<file path="src/rtl/store_rmw_pkg.sv">
// store_rmw_pkg: funct3 encodings, FSM states and request classification shared by the store RMW unit.
package store_rmw_pkg;
  localparam logic [2:0] F3_SB = 3'b000;
  localparam logic [2:0] F3_SH = 3'b001;
  localparam logic [2:0] F3_SW = 3'b010;
  localparam logic [2:0] F3_SD = 3'b011;
  typedef enum logic [2:0] {IDLE, RD, MERGE, WR, ERR} state_e;
  function automatic logic f3_legal(input logic [2:0] f3, input int xlen);
    return !f3[2] && (f3 != F3_SD || xlen == 64);
  endfunction
  function automatic logic f3_full(input logic [2:0] f3, input int xlen);
    return xlen == 64 ? f3 == F3_SD : f3 == F3_SW;
  endfunction
  function automatic logic misaligned(input logic [2:0] f3, input logic [2:0] a);
    return f3 == F3_SH ? a[0] : f3 == F3_SW ? |a[1:0] : f3 == F3_SD ? |a : 1'b0;
  endfunction
endpackage

</file>
<file path="src/rtl/store_merge.sv">
// store_merge: little-endian lane merge of store data into a read word; sub-size offset bits are dropped.
module store_merge
  import store_rmw_pkg::*;
#(
  parameter int XLEN = 32
) (
  input  logic [XLEN-1:0]             rdata_i,
  input  logic [XLEN-1:0]             wdata_i,
  input  logic [$clog2(XLEN/8)-1:0]   offset_i,
  input  logic [2:0]                  funct3_i,
  output logic [XLEN-1:0]             merged_o
);
  localparam int NB = XLEN / 8;
  localparam int OW = $clog2(NB);
  logic [2:0]      size_m1;
  logic [7:0]      bmask;
  logic [OW-1:0]   off;
  logic [NB-1:0]   lanes;
  logic [XLEN-1:0] sdata;
  assign size_m1 = funct3_i == F3_SB ? 3'd0 : funct3_i == F3_SH ? 3'd1 : funct3_i == F3_SW ? 3'd3 : 3'd7;
  assign bmask   = funct3_i == F3_SB ? 8'h01 : funct3_i == F3_SH ? 8'h03 : funct3_i == F3_SW ? 8'h0F : 8'hFF;
  assign off     = offset_i & ~OW'(size_m1);
  assign lanes   = NB'(bmask) << off;
  assign sdata   = wdata_i << {off, 3'b000};
  for (genvar k = 0; k < NB; k++) begin : g_lane
    assign merged_o[8*k+:8] = lanes[k] ? sdata[8*k+:8] : rdata_i[8*k+:8];
  end
endmodule

</file>
<file path="src/rtl/store_rmw_unit.sv">
// store_rmw_unit: store sequencer doing read-modify-write for sub-word stores; STORE_RMW_MISALIGN_TRAP_EN traps misaligned stores.
module store_rmw_unit
  import store_rmw_pkg::*;
#(
  parameter int XLEN   = 32,
  parameter int ADDR_W = 32
) (
  input  logic              clk,
  input  logic              reset,
  input  logic              req_valid,
  output logic              req_ready,
  input  logic [ADDR_W-1:0] req_addr,
  input  logic [XLEN-1:0]   req_data,
  input  logic [2:0]        req_funct3,
  output logic [ADDR_W-1:0] mem_addr,
  output logic              mem_rd_en,
  input  logic [XLEN-1:0]   mem_rdata,
  output logic              mem_wr_en,
  output logic [XLEN-1:0]   mem_wdata,
  output logic              done,
  output logic              err
);
  localparam int OW = $clog2(XLEN / 8);
  state_e            state_q;
  logic [ADDR_W-1:0] addr_q;
  logic [XLEN-1:0]   data_q, wdata_q, merged;
  logic [OW-1:0]     off_q;
  logic [2:0]        f3_q;
  logic              rd_q, wr_q, done_q, err_q, bad;
`ifdef STORE_RMW_MISALIGN_TRAP_EN
  assign bad = !f3_legal(req_funct3, XLEN) || misaligned(req_funct3, req_addr[2:0]);
`else
  assign bad = !f3_legal(req_funct3, XLEN);
`endif
  store_merge #(.XLEN(XLEN)) u_merge (
    .rdata_i  (mem_rdata),
    .wdata_i  (data_q),
    .offset_i (off_q),
    .funct3_i (f3_q),
    .merged_o (merged)
  );
  always_ff @(posedge clk or posedge reset) begin
    if (reset) begin
      state_q <= IDLE;
      addr_q  <= '0;
      data_q  <= '0;
      wdata_q <= '0;
      off_q   <= '0;
      f3_q    <= '0;
      rd_q    <= 1'b0;
      wr_q    <= 1'b0;
      done_q  <= 1'b0;
      err_q   <= 1'b0;
    end else begin
      rd_q   <= 1'b0;
      wr_q   <= 1'b0;
      done_q <= 1'b0;
      err_q  <= 1'b0;
      case (state_q)
        IDLE: if (req_valid) begin
          if (bad) begin
            state_q <= ERR;
            done_q  <= 1'b1;
            err_q   <= 1'b1;
          end else begin
            addr_q <= {req_addr[ADDR_W-1:OW], OW'(0)};
            data_q <= req_data;
            off_q  <= req_addr[OW-1:0];
            f3_q   <= req_funct3;
            if (f3_full(req_funct3, XLEN)) begin
              state_q <= WR;
              wr_q    <= 1'b1;
              done_q  <= 1'b1;
              wdata_q <= req_data;
            end else begin
              state_q <= RD;
              rd_q    <= 1'b1;
            end
          end
        end
        RD: state_q <= MERGE;
        // mem_rdata for the RD strobe is valid now
        MERGE: begin
          state_q <= WR;
          wr_q    <= 1'b1;
          done_q  <= 1'b1;
          wdata_q <= merged;
        end
        default: state_q <= IDLE;
      endcase
    end
  end
  assign req_ready = state_q == IDLE;
  assign mem_addr  = addr_q;
  assign mem_rd_en = rd_q;
  assign mem_wr_en = wr_q;
  assign mem_wdata = wdata_q;
  assign done      = done_q;
  assign err       = err_q;
endmodule
</file>
<file path="config.mk">
export PLATFORM = sky130hd
export DESIGN_NAME = store_rmw_unit
export DESIGN_NICKNAME = d
export VERILOG_FILES = /design/src/rtl/store_rmw_pkg.sv /design/src/rtl/store_merge.sv /design/src/rtl/store_rmw_unit.sv
export SDC_FILE = /design/constraint.sdc
export NUM_CORES = 1
export LEC_CHECK = 0
export ABC_AREA = 1
export CAP_MARGIN = 15
export CORE_MARGIN = 2
export CORE_UTILIZATION = 25
export DETAILED_ROUTE_END_ITERATION = 8
export SYNTH_ARGS = -nofsm -noshare
export SYNTH_HDL_FRONTEND = slang
export SYNTH_SLANG_ARGS = --single-unit
</file>
<file path="constraint.sdc">
create_clock -name clk -period 4.6 [get_ports clk]
set_input_delay 0.92 -clock clk [delete_from_list [all_inputs] [get_ports clk]]
set_output_delay 0.92 -clock clk [all_outputs]
set_load 0.1 [all_outputs]
</file>
==> results of run 1 <==
logic make-up after synthesis:
| kind of cell | count (synthesis) |
|---|---|
| compound gates | 81 |
| other cells | 1 |
| simple gates | 448 |
| buf+inv | 76 |
| flops | 106 |
Yosys cell counts (8+ instances only):
library cell	instances	area [um2]
inv_1	29	109
nor2_1	47	176
nand3b_1	8	60.1
nand4_1	17	106
buf_4	11	82.6
a21oi_1	30	150
buf_2	17	85.1
nand3_1	23	115
nand2_1	333	1250
o21ai_0	38	190
o21ai_1	8	40.0
dfrtp_1	106	2650
routing by layer:
metal | up-vias | track usage (%) | share of wire, %
met3 | 25 | 6.03 | 9.2
met2 | 175 | 25.1 | 47
met1 | 2345 | 18.3 | 42
met5 | - | 0 | 0.093
li1 | 2522 | - | -
met4 | 2 | 5.61 | 2.1
critical path: stages, from the launching register on:
cell             delay [ns]
dfrtp_1                0.42
nor2_4                 0.14
nand2_1                0.08
inv_2                  0.07
clkdlybuf4s50_1        1.13
flip-flops by register name, summed over array words and instances, names as in the netlist, 2 cells and up:
| signal | cells |
|---|---|
| data_q | 32 |
| mem_wdata | 32 |
| mem_addr | 30 |
| f3_q | 3 |
| state_q | 3 |
| off_q | 2 |
area by class of cell:
class                      instances  area, um2  share of cell area (%)
multi-input combinational        531       2340                    31.3
antenna                            1       2.50                  0.0334
clock inverter                     4       26.3                   0.351
inverter                          35        134                    1.79
timing repair buffer             174       1740                    23.2
sequential                       106       2650                    35.4
tap                              275        344                    4.59
clock buffer                      12        246                    3.29
worst max-delay path by stage:
stage	startpoint	cells after the start	end
3_3_place_gp	req_funct3[1]	8	mem_addr[4]
3_5_place_dp	req_funct3[1]	8	mem_addr[30]
4_1_cts	state_q[0]	4	req_ready
2_1_floorplan	reset	1	data_q[0]
5_1_grt	state_q[0]	4	req_ready
6_report	state_q[0]	4	req_ready
metrics by stage:
stage	utilization [%]	instances
3_5_place_dp	34.2	1121
3_3_place_gp	34.2	1121
2_1_floorplan	-	713
6_report	35.5	1138
5_1_grt	35.5	1137
4_1_cts	35.5	1137
==> metrics, run 1 <==
status=complete, no violations; total CTS buffers=9; area fraction in compound gates after synthesis=7.88%; total setup buffers inserted after CTS=0; Die Span X=151 um; Place WS=1.50 ns; Die ar.=0.0227 mm2; share of cells above drive strength 1=approximately 6%; first-pass GRT wire length=26,600 um; post-route cell area=0.00749 mm2; via/cell ratio=about 4.5; mapped cell area=0.00538 mm2; endpoints failing hold=0; final critical-path required period=approximately 3.1 ns; row count=53; Synth Area in Simple Gates=between 30% and 40%; Initial DRC Count=247; Area growth syn-to-layout=39.2%; Setup Viol. Count Final=0; Synth Area in XOR/XNOR=0%; Worst-Skew Late Latency=about 0.36 ns; final setup margin=1.48 ns; f_max=roughly 0.32 GHz; vias=5,069; Ports=171; CP Launch Type=flip-flop; clk sinks=106; vias in the first global route=around 5,100; Antenna Nets Post-Route=0; Detail Placement HPWL=12,100 um; Setup Total Neg Slack=0 ns; FF-to-FF End=mem_wdata[27]; flop-to-flop setup slack=~2.4 ns; hold path startpoint=mem_addr[9]; htree depth=3; global route overflow=0; most frequent cells in the layout=nand2_1 (333), clkdlybuf4s50_1 (168), dfrtp_1 (106), nor2_1 (47), o21ai_0 (38); Buffers on Ports=168; CTS tree=done; clock slew at reported path FFs=about 0.07 ns; Worst EP required=between 3 and 4 ns; mux contribution to synthesized area=0%; Initial Utilization=25.5%; Post-CTS Resized=0; Nets=959; CP Data Arrival Time=2.20 ns; Hold EP=mem_addr[9]; Critical Path End Type=primary output; final hold slack=0.472 ns; critical path class=reg2out; final worst path period share=67.9%; Worst Reg-to-Reg Cells=7; Cells after Synth=roughly 700; Hold-fix buffers, CTS=0; area share of fa/ha/maj cells after synthesis=0%; commonest non-fill, non-tap cell in the layout=nand2_1; sequential share of the synthesized area=between 40% and 50%; Hold Crit Depth=2; clk buf depth=2; Synth cell types=27; Clock Root Buffer=clkbuf_16; DR pass1 iterations=7; Ys Warns=0; antenna violations before repair=3; RSZ-0062 raised after global routing=false; HP Class=reg2reg; CP max FO=3; All-Layer GR Usage=15.4%; ys async rst share=100%; Slew Viols, Final=0; largest net degree at the start of global routing=69; Reg-to-Reg Start=f3_q[2]; maxcap violations=0; Routed Wire Length=17,200 um; area post-placement=0.00721 mm2; Die H=151 um; FILL cells=2,265; Slew @ Worst Pin=around 1.1 ns; FF+latch count, synth=106; detailed-route wire length per cell=15.1 um; core area=0.0211 mm2; # DRC=0; synthesized area per cell=~7.6 um2; routability cong.=between 0.7 and 0.8; largest family of logic cells by synthesized area=simple AND/OR/NAND/NOR gates; ys flop type=dfrtp_1; Setup Skew=0.00979 ns; Rel. slew slack=29.6%; Post-synth EDFFs=0
Power of run 1 is not shown: default switching activity piles up to over one toggle a cycle in this logic, so the estimate is an artifact.
==> inputs of run 2 (changes only) <==
==> constraint.sdc (replaced) <==
create_clock -name clk -period 3.1 [get_ports clk]
set_input_delay 0.62 -clock clk [delete_from_list [all_inputs] [get_ports clk]]
set_output_delay 0.62 -clock clk [all_outputs]
set_load 0.1 [all_outputs]
==> metrics, run 2 (synthesized netlist as in run 1, its figures left out) <==
DR pass1 iterations=4; final hold slack=roughly 0.47 ns; Final Core Density=34.8%; row count=53; endpoints failing hold=0; Initial DRC Count=247; total setup buffers inserted after CTS=0; Clock Root Buffer=clkbuf_16; CP Launch Type=flip-flop; Post-CTS Resized=0; RSZ-0062 raised after global routing=false; final worst path period share=69.7%; Routed Wire Length=~17,000 um; Setup Viol. Count Final=0; first-pass GRT wire length=27,100 um; Critical Path End Type=flip-flop; clock slew at reported path FFs=0.07 ns; maxcap violations=0; All-Layer GR Usage=15.5%; Initial Utilization=25.5%; Setup Skew=0.0126 ns; f_max=approximately 0.46 GHz; total CTS buffers=9; Die Span X=151 um; routability cong.=0.767; CP Data Arrival Time=2.41 ns; Reg-to-Reg Start=f3_q[2]; vias in the first global route=5,042; vias=5,016; clk buf depth=2; most frequent cells in the layout=nand2_1 (333), dfrtp_1 (106), clkdlybuf4s50_1 (101), buf_4 (73), nor2_1 (47); largest net degree at the start of global routing=107; detailed-route wire length per cell=approximately 15 um; core area=roughly 0.021 mm2; Area growth syn-to-layout=36.3%; Die H=151 um; Hold EP=mem_addr[9]; via/cell ratio=4.41; final critical-path required period=roughly 2.2 ns; Slew Viols, Final=0; Hold Crit Depth=2; share of cells above drive strength 1=13.5%; Ports=171; flop-to-flop setup slack=between 0.9 and 1 ns; Detail Placement HPWL=about 12,000 um; Die ar.=0.0227 mm2; global route overflow=0; Antenna Nets Post-Route=0; Slew @ Worst Pin=just under 0.7 ns; HP Class=reg2reg; status=complete, no violations; Setup Total Neg Slack=0 ns; critical path class=reg2reg; clk sinks=approximately 110; Nets=960; Hold-fix buffers, CTS=0; Rel. slew slack=a little over half; CP max FO=27; # DRC=0; htree depth=3; CTS tree=done; hold path startpoint=mem_addr[9]; commonest non-fill, non-tap cell in the layout=nand2_1; FF-to-FF End=mem_wdata[22]; antenna violations before repair=2; Worst EP required=between 3 and 4 ns; Worst Reg-to-Reg Cells=8; Worst-Skew Late Latency=0.36 ns; Buffers on Ports=168
==> run 2: changes by cell type in the layout (fill, tap and decap cells not counted), sizes merged <==
cell | previous run | this run
buf | 6 | 74
bufinv | 0 | 1
clkbuf | 12 | 13
clkdlybuf4s50 | 168 | 101
clkinv | 2 | 1
inv | 36 | 34
==> run 2: metrics by stage <==
stage | instance area (um2) | setup slack, ns | std cells
4_1_cts | 7330 | 0.925 | 1137
3_5_place_dp | 7050 | 0.763 | 1122
2_1_floorplan | 5390 | 1.21 | 713
5_1_grt | 7330 | 0.729 | 1137
3_3_place_gp | 7050 | 0.792 | 1122
6_report | 7340 | 0.940 | 1138
==> run 2: worst max-delay path by stage <==
| stage | slack, ns | to | start | cells past startpoint |
|---|---|---|---|---|
| floorplan | 1.21 | data_q[0] | reset | 1 |
| global placement | 0.79 | f3_q[1] | req_funct3[1] | 8 |
| detailed placement | 0.76 | mem_wdata[14] | req_funct3[1] | 7 |
| CTS | 0.93 | mem_wdata[22] | f3_q[2] | 8 |
| global route | 0.73 | mem_wdata[22] | f3_q[2] | 8 |
| finish | 0.94 | mem_wdata[22] | f3_q[2] | 8 |
==> run 2: per-layer routing <==
layer  vias up  track usage, %  part of all wire (%)
li1       2525               -                     -
met1      2326            18.7                    41
met2       155            26.1                    49
met3        10            6.12                   9.1
met4         0            3.22                  0.78
met5         -               0                     0
==> run 2: critical path, cell delays in order (launching register included) <==
cell and delay [ns]:
dfrtp_1 0.36, inv_1 0.50, nand3_4 0.41, nand2_2 0.36, a21oi_1 0.09, o21ai_0 0.10
nand2_1 0.08, nand2_1 0.09, nand2_1 0.06
==> run 2: layout make-up <==
class | instances | area (um2)
clock inverters | 2 | 38.8
clock buffers | 13 | 240
inverters | 35 | 135
repair buffers | 175 | 1580
flip-flops and latches | 106 | 2650
well taps | 275 | 344
diodes | 1 | 2.50
fillers | 2259 | 13800
multi-input cells | 531 | 2340
Power of run 2 is left out for the same reason.
==> inputs of run 3 (changes only) <==
==> constraint.sdc (replaced) <==
create_clock -name clk -period 2 [get_ports clk]
set_input_delay 0.4 -clock clk [delete_from_list [all_inputs] [get_ports clk]]
set_output_delay 0.4 -clock clk [all_outputs]
set_load 0.1 [all_outputs]
==> metrics, run 3 (synthesized netlist as in run 1, its figures left out) <==
Ports=between 150 and 200; final critical-path required period=1.80 ns; Antenna Nets Post-Route=0; global route overflow=0; CP startpoint=f3_q[2]; clk sinks=between 100 and 150; CP Launch Type=flip-flop; Reg-to-Reg Start=f3_q[2]; routability cong.=0.797; Crit. path cell count=9; Critical Path End Type=flip-flop; Worst-Skew Late Latency=0.36 ns; first-pass GRT wire length=26,400 um; total CTS buffers=9; critical path buffer and inverter count=2; commonest non-fill, non-tap cell in the layout=nand2_1; Die H=about 150 um; Initial Utilization=about a quarter; CTS tree=done; Buffers on Ports=168; # DRC=0; vias=about 5,000; FF-to-FF End=mem_wdata[25]; largest net degree at the start of global routing=49; Antenna Cells=0; core area=0.0211 mm2; Post-CTS Resized=0; RSZ-0062 raised after global routing=false; Clock Root Buffer=clkbuf_16; Setup Skew=0.0101 ns; crit path cell chain=inv_1 -> nand3_2 -> nand2_4 -> nand2_8 -> inv_2 -> nand2_1 -> nand3_1 -> nand2_1 -> a21oi_1; Nets=972; DR pass1 iterations=5; critical path class=reg2reg; flop-to-flop setup slack=0.20 ns; via/cell ratio=4.35; CP Data Arrival Time=2.08 ns; vias in the first global route=4,858; clk buf depth=2; Worst Reg-to-Reg Cells=9; Routed Wire Length=17,000 um; most frequent cells in the layout=nand2_1 (333), dfrtp_1 (106), clkdlybuf4s50_1 (101), buf_4 (73), nor2_1 (47); detailed-route wire length per cell=14.8 um; Slew Viols, Final=0; post-route cell area=0.00758 mm2; Hold-fix buffers, CTS=0; htree depth=3; final worst path period share=around 90%; status=complete, no violations; area post-placement=0.00729 mm2; CP top delay family=simple AND/OR/NAND/NOR gates; endpoints failing hold=0; row count=53; CP max FO=27; Area growth syn-to-layout=40.8%; CP max stage cell=dfrtp_1; f_max=0.556 GHz; HP Class=in2async; Die ar.=0.0227 mm2; CP most frequent cell=nand2_1; Detail Placement HPWL=12,600 um; Crit path largest cell delay=0.37 ns; maxcap violations=0; All-Layer GR Usage=15.3%; share of cells above drive strength 1=15.1%; clock slew at reported path FFs=roughly 0.070 ns; Die Span X=151 um; Worst EP required=2.28 ns; total setup buffers inserted after CTS=0; CP Capture Point=mem_wdata[25]; antenna violations before repair=1; Initial DRC Count=266; Setup Viol. Count Final=0
[run 3: cell count changes in the layout (fill, tap and decap cells not counted)]
cell and change:
clkbuf_8 +2, clkinvlp_4 +1, clkbuf_1 -3, clkinv_2 +2
diode_2 -1, buf_12 +12, bufinv_16 -1
[run 3: per-layer routing]
layer | share of wire [%] | vias up | global-route usage [%]
met5 | 0 | - | 0
met1 | 43 | 2297 | 19.2
met2 | 48 | 146 | 25.3
met3 | 8.2 | 11 | 5.55
met4 | 0.87 | 0 | 3.04
li1 | - | 2549 | -
[run 3: final cells by class]
type / count / area (um2)
clock inverters: 4 / 26.3
flip-flops and latches: 106 / 2650
fillers: 2258 / 13500
clock buffers: 12 / 256
well taps: 275 / 344
inverters: 35 / 135
repair buffers: 187 / 1820
multi-input cells: 531 / 2340
[run 3: worst reg2reg max path, delay by kind of cell, from the launching register on]
kind            cells  cell delay [ns]
simple gates        6             0.80
buf+inv             2             0.41
flops               1             0.37
compound gates      1             0.14
[run 3: stage by stage]
step / setup WS (ns) / setup TNS [ns] / utilization (%) / instances / hold WS [ns]
after global placement: 0.0400 / 0 / 34.6 / 1134 / 0.456
after detailed placement: -0.00280 / -0.00280 / 34.6 / 1134 / 0.463
after CTS: 0.203 / 0 / 35.9 / 1150 / 0.358
final: 0.202 / 0 / 35.9 / 1150 / 0.367
after global routing: 0.0651 / 0 / 35.9 / 1150 / 0.376
after floorplan: 0.189 / 0 / - / 713 / 0.442
[run 3: how the worst min path moves through the flow]
| stage | startpoint | end | cells past startpoint |
|---|---|---|---|
| after floorplan | data_q[10] | data_q[10] | 2 |
| after global placement | data_q[8] | data_q[8] | 2 |
| after detailed placement | data_q[29] | data_q[29] | 2 |
| after CTS | reset | mem_addr[14] | 2 |
| after global routing | reset | mem_addr[14] | 2 |
| final | reset | mem_addr[14] | 2 |
Power of run 3 is left out for the same reason.
